### src/rtl/mem_isa_pkg.sv
// Shared ISA definitions for the memory issue path.
// Contents:
//   opcode_t       : 4-bit opcodes carried in instr[31:28]
//   sched_state_t  : issue scheduler FSM states
//   get_opcode / get_reg / get_imm : instruction field slices
//   is_line_op     : true for opcodes that occupy a BRAM line slot
package mem_isa_pkg;

  localparam int unsigned ISA_INSTR_W = 32;

  typedef enum logic [3:0] {
    OP_NOP        = 4'b0000,
    OP_SET_ADDR   = 4'b0111,
    OP_WRITE_IMM  = 4'b1110,
    OP_READ_LINE  = 4'b1100,
    OP_WRITE_LINE = 4'b1010,
    OP_LOAD_ABC   = 4'b1101
  } opcode_t;

  typedef enum logic [1:0] {
    ST_IDLE       = 2'd0,
    ST_ISSUE      = 2'd1,
    ST_STALL_BRAM = 2'd2,
    ST_STALL_WB   = 2'd3
  } sched_state_t;

  function automatic logic [3:0] get_opcode(input logic [ISA_INSTR_W-1:0] instr);
    return instr[31:28];
  endfunction

  function automatic logic [3:0] get_reg(input logic [ISA_INSTR_W-1:0] instr);
    return instr[27:24];
  endfunction

  function automatic logic [23:0] get_imm(input logic [ISA_INSTR_W-1:0] instr);
    return instr[23:0];
  endfunction

  function automatic logic is_line_op(input logic [3:0] op);
    return (op == OP_READ_LINE) || (op == OP_WRITE_LINE);
  endfunction

endpackage

### src/rtl/sync_fifo.sv
// Small synchronous FIFO with a registered occupancy count.
// Ports:
//   clk, rst  : clock, synchronous active-high reset (empties the FIFO)
//   push      : write wr_data (ignored when full)
//   pop       : discard head (ignored when empty)
//   wr_data   : data in
//   rd_data   : current head (valid when !empty)
//   count     : registered occupancy, 0..DEPTH
//   full/empty: decoded from the registered count
module sync_fifo #(
  parameter int unsigned WIDTH = 32,
  parameter int unsigned DEPTH = 4
) (
  input  logic                     clk,
  input  logic                     rst,
  input  logic                     push,
  input  logic                     pop,
  input  logic [WIDTH-1:0]         wr_data,
  output logic [WIDTH-1:0]         rd_data,
  output logic [$clog2(DEPTH):0]   count,
  output logic                     full,
  output logic                     empty
);

  localparam int unsigned AW = $clog2(DEPTH);

  logic [WIDTH-1:0] mem_r [DEPTH];
  logic [AW-1:0]    wr_ptr_r;
  logic [AW-1:0]    rd_ptr_r;
  logic [AW:0]      count_r;
  logic             do_push_s;
  logic             do_pop_s;

  assign full      = (count_r == (AW+1)'(DEPTH));
  assign empty     = (count_r == {(AW+1){1'b0}});
  assign count     = count_r;
  assign rd_data   = mem_r[rd_ptr_r];
  assign do_push_s = push & ~full;
  assign do_pop_s  = pop & ~empty;

  // Pointer and occupancy bookkeeping; power-of-two depth makes pointers wrap naturally.
  always_ff @(posedge clk) begin
    if (rst) begin
      wr_ptr_r <= {AW{1'b0}};
      rd_ptr_r <= {AW{1'b0}};
      count_r  <= {(AW+1){1'b0}};
    end else begin
      if (do_push_s) begin
        wr_ptr_r <= wr_ptr_r + 1'b1;
      end
      if (do_pop_s) begin
        rd_ptr_r <= rd_ptr_r + 1'b1;
      end
      case ({do_push_s, do_pop_s})
        2'b10:   count_r <= count_r + 1'b1;
        2'b01:   count_r <= count_r - 1'b1;
        default: count_r <= count_r;
      endcase
    end
  end

  // Storage array; contents are only observed behind a valid count, so no reset needed.
  always_ff @(posedge clk) begin
    if (do_push_s) begin
      mem_r[wr_ptr_r] <= wr_data;
    end
  end

endmodule

### src/rtl/memory_issue_sched.sv
// In-order issue scheduler between the controller instruction stream and memory.
// Queues instructions, drops NOPs, spaces BRAM line ops and waits for a full write
// buffer before WRITE_LINE, forwarding one instruction per cycle.
// Ports:
//   clk_in, rst_in          : clock, synchronous active-high reset
//   instr_in/_valid_in      : controller instruction stream
//   instr_ready_out         : FIFO not full (from registered count)
//   write_buffer_valid_in   : write buffer holds a complete line
//   mem_instr_out/_valid_out: registered issued instruction + one-cycle valid
//   write_buffer_pop_out    : pulses alongside an issued WRITE_LINE
//   busy_out                : queue non-empty or line-op spacing still running
//   stall_cycles_out        : saturating count of cycles a real head was held
module memory_issue_sched
  import mem_isa_pkg::*;
#(
  parameter int unsigned INSTRUCTION_WIDTH = 32,
  parameter int unsigned FIFO_DEPTH        = 4,
  parameter int unsigned BRAM_LATENCY      = 2,
  parameter int unsigned STALL_CNT_WIDTH   = 16
) (
  input  logic                         clk_in,
  input  logic                         rst_in,
  input  logic [INSTRUCTION_WIDTH-1:0] instr_in,
  input  logic                         instr_valid_in,
  output logic                         instr_ready_out,
  input  logic                         write_buffer_valid_in,
  output logic [INSTRUCTION_WIDTH-1:0] mem_instr_out,
  output logic                         mem_instr_valid_out,
  output logic                         write_buffer_pop_out,
  output logic                         busy_out,
  output logic [STALL_CNT_WIDTH-1:0]   stall_cycles_out
);

  localparam int unsigned CW  = $clog2(FIFO_DEPTH) + 1;
  localparam int unsigned SCW = $clog2(BRAM_LATENCY + 1);

  logic [INSTRUCTION_WIDTH-1:0] head_s;
  logic [CW-1:0]                fifo_count_s;
  logic                         fifo_full_s;
  logic                         fifo_empty_s;
  logic                         push_s;
  logic                         pop_s;
  logic                         issue_s;
  logic                         held_s;
  logic                         spacing_ok_s;
  logic [3:0]                   head_op_s;
  sched_state_t                 state_r;
  sched_state_t                 state_next_s;
  logic [SCW-1:0]               spc_cnt_r;
  logic [INSTRUCTION_WIDTH-1:0] mem_instr_r;
  logic                         mem_valid_r;
  logic                         wb_pop_r;
  logic [STALL_CNT_WIDTH-1:0]   stall_r;

  assign instr_ready_out = ~fifo_full_s;
  assign push_s          = instr_valid_in & instr_ready_out;
  assign head_op_s       = get_opcode(head_s);
  // The counter is reloaded with BRAM_LATENCY and the next line op is allowed once it
  // reaches 1 (it hits 0 at that same edge), so successive line ops are BRAM_LATENCY
  // cycles apart.
  assign spacing_ok_s    = (spc_cnt_r <= SCW'(1'b1));

  sync_fifo #(
    .WIDTH (INSTRUCTION_WIDTH),
    .DEPTH (FIFO_DEPTH)
  ) u_fifo (
    .clk     (clk_in),
    .rst     (rst_in),
    .push    (push_s),
    .pop     (pop_s),
    .wr_data (instr_in),
    .rd_data (head_s),
    .count   (fifo_count_s),
    .full    (fifo_full_s),
    .empty   (fifo_empty_s)
  );

  // Hazard check on the FIFO head: decide issue, pop and hold for this cycle.
  always_comb begin
    issue_s = 1'b0;
    pop_s   = 1'b0;
    held_s  = 1'b0;
    if (fifo_empty_s) begin
      issue_s = 1'b0;
      pop_s   = 1'b0;
      held_s  = 1'b0;
    end else begin
      case (head_op_s)
        OP_NOP:        issue_s = 1'b0;
        OP_READ_LINE:  issue_s = spacing_ok_s;
        OP_WRITE_LINE: issue_s = spacing_ok_s & write_buffer_valid_in;
        default:       issue_s = 1'b1;
      endcase
      pop_s  = issue_s | (head_op_s == OP_NOP);
      held_s = ~pop_s;
    end
  end

  // Next-state logic; a held head names the hazard that is blocking it.
  always_comb begin
    state_next_s = state_r;
    case (state_r)
      ST_IDLE: begin
        if (push_s) begin
          state_next_s = ST_ISSUE;
        end else begin
          state_next_s = ST_IDLE;
        end
      end
      ST_ISSUE, ST_STALL_BRAM, ST_STALL_WB: begin
        if (held_s) begin
          if (is_line_op(head_op_s) && !spacing_ok_s) begin
            state_next_s = ST_STALL_BRAM;
          end else begin
            state_next_s = ST_STALL_WB;
          end
        end else if (!push_s && (fifo_empty_s || (pop_s && (fifo_count_s == CW'(1'b1))))) begin
          state_next_s = ST_IDLE;
        end else begin
          state_next_s = ST_ISSUE;
        end
      end
      default: state_next_s = ST_IDLE;
    endcase
  end

  // FSM state register.
  always_ff @(posedge clk_in) begin
    if (rst_in) begin
      state_r <= ST_IDLE;
    end else begin
      state_r <= state_next_s;
    end
  end

  // Line-op spacing counter: reload on a line-op issue, otherwise count down to zero.
  always_ff @(posedge clk_in) begin
    if (rst_in) begin
      spc_cnt_r <= {SCW{1'b0}};
    end else if (issue_s && is_line_op(head_op_s)) begin
      spc_cnt_r <= SCW'(BRAM_LATENCY);
    end else if (spc_cnt_r != {SCW{1'b0}}) begin
      spc_cnt_r <= spc_cnt_r - SCW'(1'b1);
    end else begin
      spc_cnt_r <= spc_cnt_r;
    end
  end

  // Registered issue outputs; the instruction bus keeps its last issued value.
  always_ff @(posedge clk_in) begin
    if (rst_in) begin
      mem_instr_r <= {INSTRUCTION_WIDTH{1'b0}};
      mem_valid_r <= 1'b0;
      wb_pop_r    <= 1'b0;
    end else begin
      mem_valid_r <= issue_s;
      wb_pop_r    <= issue_s & (head_op_s == OP_WRITE_LINE);
      if (issue_s) begin
        mem_instr_r <= head_s;
      end else begin
        mem_instr_r <= mem_instr_r;
      end
    end
  end

  // Saturating stall counter; NOP pops are never counted as stalls.
  always_ff @(posedge clk_in) begin
    if (rst_in) begin
      stall_r <= {STALL_CNT_WIDTH{1'b0}};
    end else if (held_s && (stall_r != {STALL_CNT_WIDTH{1'b1}})) begin
      stall_r <= stall_r + STALL_CNT_WIDTH'(1'b1);
    end else begin
      stall_r <= stall_r;
    end
  end

  assign mem_instr_out        = mem_instr_r;
  assign mem_instr_valid_out  = mem_valid_r;
  assign write_buffer_pop_out = wb_pop_r;
  assign busy_out             = ~fifo_empty_s | (spc_cnt_r != {SCW{1'b0}});
  assign stall_cycles_out     = stall_r;

endmodule
### config.mk
export PLATFORM = sky130hd
export DESIGN_NAME = memory_issue_sched
export DESIGN_NICKNAME = d
export VERILOG_FILES = /design/src/rtl/mem_isa_pkg.sv /design/src/rtl/sync_fifo.sv /design/src/rtl/memory_issue_sched.sv
export SDC_FILE = /design/constraint.sdc
export NUM_CORES = 1
export LEC_CHECK = 0
export BUFFER_PORTS_ARGS = -buffer_cell sky130_fd_sc_hd__buf_2
export CAP_MARGIN = 25
export CORE_ASPECT_RATIO = 2
export CORE_MARGIN = 5
export CORE_UTILIZATION = 52
export DETAILED_ROUTE_END_ITERATION = 10
export PLACE_DENSITY_LB_ADDON = 0.12
export SYNTH_ARGS = -nofsm -noshare
export SYNTH_HDL_FRONTEND = slang
export SYNTH_SLANG_ARGS = --single-unit
### constraint.sdc
create_clock -name clk_in -period 2.7 [get_ports clk_in]
set_input_delay 0.54 -clock clk_in [delete_from_list [all_inputs] [get_ports clk_in]]
set_output_delay 0.54 -clock clk_in [all_outputs]
set_load 0.02 [all_outputs]
==> results.yml <==
clock_network:
  cts.sinks: 189
  clk_pin_slew_ns: 0.07
  postCtsHoldBufs: 0
  clock_path_buffers: 2
  cts_root_buf: "clkbuf_16"
  worstSkewPairLatency_ns: 0.42
  h-tree-depth: 4
  cts_buffers: 17
  cts_setup_buffers: 0
  cts_tree: "done"
yosys:
  synth_top_cell_area_share: 0.528
  synth_edf_count: 128
  synth_cell_type_count: 40
  yosys.area_share.simple: 0.0827
  async_flop_share: 0
  synth_top_family_by_area: "multiplexers"
  synthMuxAreaShare: 0.153
  syn_area_um2: 7270
  synth_xor_area_frac: 0.00723
  ys_seq_area_frac: 0.696
  synth.avg_cell_area_um2: 15.9
  synth_area_leader_cell: "edfxtp_1"
  synth-main-ff-cell: "edfxtp_1"
  synth_area_leaders: "edfxtp_1 (53%), dfxtp_1 (17%), mux4_2 (9.9%)"
  synth_compound_area_frac: 0.0327
  synth-seq-cells: 189
  synth_nets: 500
  synth_fa_ha_area_frac: 0.0114
  synthCells: 458
  ys.warnings.count: 0
worst_hold_path:
  hold_path.class: "input pin to register"
  hp-start: "instr_in[9]"
  min_to: "u_fifo.mem_r[0][9]$_DFFE_PP_"
  hold-path-cell-count: 1
worst_setup_path:
  ff2ff_path_depth: 9
  cpMaxStageDelayCell: "mux4_2"
  critPathMaxFanout: 3
  cp_num_buf_inv: 0
  arrival_ns: 2.82
  crit_family: "compound AO/OA/AOI/OAI gates"
  cp_num_cells: 9
  cp-start-kind: "register"
  crit_chain: "nor2b_1 -> mux4_2 -> a211oi_2 -> o21ai_2 -> nor2_1 -> fa_1 -> a22oi_1 -> nor2_1 -> o21a_1"
  crit_path_end_kind: "register"
  cp_slowest_stage_delay_ns: 0.48
  crit_required_ns: 3.02
  ff2ff_setup_slack_ns: 0.20
  reg2reg_from: "u_fifo.mem_r[0][29]$_DFFE_PP_"
  worstSetupPathType: "register to register"
  timing.rr.end: "u_fifo.count[1]$_SDFFE_PP0P_"
  cpMostUsedCell: "nor2_1"
sta:
  finalCriticalPeriod_ns: 2.50
  fin_crit_sh: 0.927
  fmax_ghz: 0.400
  setup_violations: 0
  slew_headroom: 0.509
  clock-skew-final_ns: 0.0145
  setup_tns_ns: 0
  rsz0062_at_grt: "no"
  slew_violations: 0
  tightest_slew_ns: 0.736
  hold_viol: 0
power:
  switching_share: 0.321
  p_per_area_nw_per_um2: 1060
  combPwrFrac: 0.311
  clockPowerShare: 0.268
  power_frac_seq: 0.421
  power.internal_mw: 6.26
  p_total_mw: 9.22
  switchingPower_mw: 2.96
  vdd_drop_max_mv: 0.742
  cellLeakagePower_nw: 3.24
detailed_routing:
  vias: 4141
  drc_errors: 0
  drt-total-wl_mm: 14.2
  avgViaCountPerCell: 5.41
  final_antenna_net_count: 0
  drtIter0Drc: 233
  dr.pass1.iters: 5
  wire_per_inst_um: 18.5
floorplan:
  die_area_um2: 16600
  start_util: 0.526
  die_w_um: 93.6
  ios: 88
  core_area_um2: 13800
  core.rowCount: 61
  die_h_um: 177
cells_and_area:
  layout_commonest_cell: "edfxtp_1"
  final_nets: 606
  nFillCells: 1019
  stdcell_count: 766
  fin_area_um2: 8680
  drive_gt1_frac: 0.326
  diodes: 0
  final_cell_mix: "edfxtp_1 (128), buf_2 (87), dfxtp_1 (59), nor2_1 (47), mux2i_1 (34)"
  area_delta_synth_final_pct: 19.4
global_route:
  grt_pass1_vias: 4281
  grt_max_degree: 39
  track_usage: 0.177
  grt_overflow: 0
  antenna_found_initial: 0
  grt_pass1_wl_mm: 22.1
status:
  status: "finished, final reports clean"
run:
  drv_cap: 0
placement:
  port_buffers: 87
  place_area_um2: 8050
  hpwl_mm: 9.23
  placedCellCount: 733
  place.gp.congestion: 0.733
==> routing by layer <==
layer / part of all wire / vias up / GRT usage
li1: - / 1962 / -
met1: 0.37 / 2067 / 0.195
met2: 0.57 / 100 / 0.334
met3: 0.045 / 12 / 0.0379
met4: 0.012 / 0 / 0.0530
met5: 0 / - / 0
==> logic make-up (layout without fill, tap and decap cells) <==
group,Yosys count,count (layout)
flip-flops,189,189
adder cells (fa/ha/maj),6,6
AO/OA/AOI/OAI,43,43
multiplexers,70,70
XOR/XNOR,6,6
AND/OR/NAND/NOR,117,117
buffers and inverters,27,146
==> power groups by stage <==
stage	Sequential, mW	Clock (mW)	Combinational, mW
global placement	3.91	0	2.82
finish	3.88	2.47	2.87
global route	3.93	2.66	3.12
floorplan	4.18	0	1.72
CTS	3.88	2.52	2.89
detailed placement	3.94	0	2.87
==> cell usage after synthesis (2+ instances only) <==
cell type / n
a21oi_1: 18
a22oi_1: 2
and2_1: 3
and3_1: 12
and4_1: 3
buf_1: 3
buf_2: 6
buf_6: 2
clkbuf_1: 12
dfxtp_1: 61
edfxtp_1: 128
ha_1: 5
inv_1: 4
mux2_2: 3
mux2i_1: 34
mux4_2: 32
nand2_1: 8
nand3_1: 11
nor2_1: 47
nor2b_1: 10
o21a_1: 2
o21ai_0: 16
or3_1: 15
xnor2_1: 5
==> how the worst max path moves through the flow <==
stage                                  start  slack [ns]                            to
3_5_place_dp   u_fifo.mem_r[2][29]$_DFFE_PP_        0.09  u_fifo.count[1]$_SDFFE_PP0P_
5_1_grt        u_fifo.mem_r[3][29]$_DFFE_PP_        0.06  u_fifo.count[1]$_SDFFE_PP0P_
6_report       u_fifo.mem_r[0][29]$_DFFE_PP_        0.20  u_fifo.count[1]$_SDFFE_PP0P_
3_3_place_gp   u_fifo.mem_r[3][29]$_DFFE_PP_        0.13  u_fifo.count[1]$_SDFFE_PP0P_
4_1_cts        u_fifo.mem_r[3][29]$_DFFE_PP_        0.09  u_fifo.count[1]$_SDFFE_PP0P_
2_1_floorplan                       register        0.04  u_fifo.count[2]$_SDFFE_PP0P_
==> state kept, by name (all words and copies together), names as in the netlist, named ones only <==
register and flops:
u_fifo.mem_r 128, mem_instr_out 32, stall_cycles_out 16, u_fifo.count 3, spc_cnt_r 2, u_fifo.rd_ptr_r 2, u_fifo.wr_ptr_r 2, mem_instr_valid_out 1
write_buffer_pop_out 1
==> per-stage QoR <==
step / setup slack, ns / util / hold slack [ns]
after floorplan: 0.0396 / - / 0.415
after global placement: 0.132 / 0.582 / 0.431
after detailed placement: 0.0890 / 0.582 / 0.443
after CTS: 0.0866 / 0.626 / 0.314
after global routing: 0.0592 / 0.629 / 0.311
final: 0.198 / 0.629 / 0.330
==> area by class of cell <==
| type | instances | area, um2 | share of cell area |
|---|---|---|---|
| Multi-Input combinational cell | 242 | 2110 | 0.243 |
| Inverter | 4 | 15.0 | 0.00173 |
| Sequential cell | 189 | 5070 | 0.584 |
| Clock inverter | 14 | 166 | 0.0192 |
| Timing Repair Buffer | 110 | 654 | 0.0753 |
| Clock buffer | 18 | 429 | 0.0494 |
| Tap cell | 189 | 236 | 0.0272 |
==> timing repair <==
action                     4_1_cts  5_1_grt
setup endpoints to repair        0        4
gates resized for setup          0        4
hold endpoints to repair         0        0
==> worst register-to-register path: cells and delay by family (launching register included) <==
family          cells  cell delay [ns]
compound gates      4             0.78
flops               1             0.38
mux                 1             0.48
fa+ha+maj           1             0.46
simple gates        3             0.32
(Power assumes the default switching activity.)
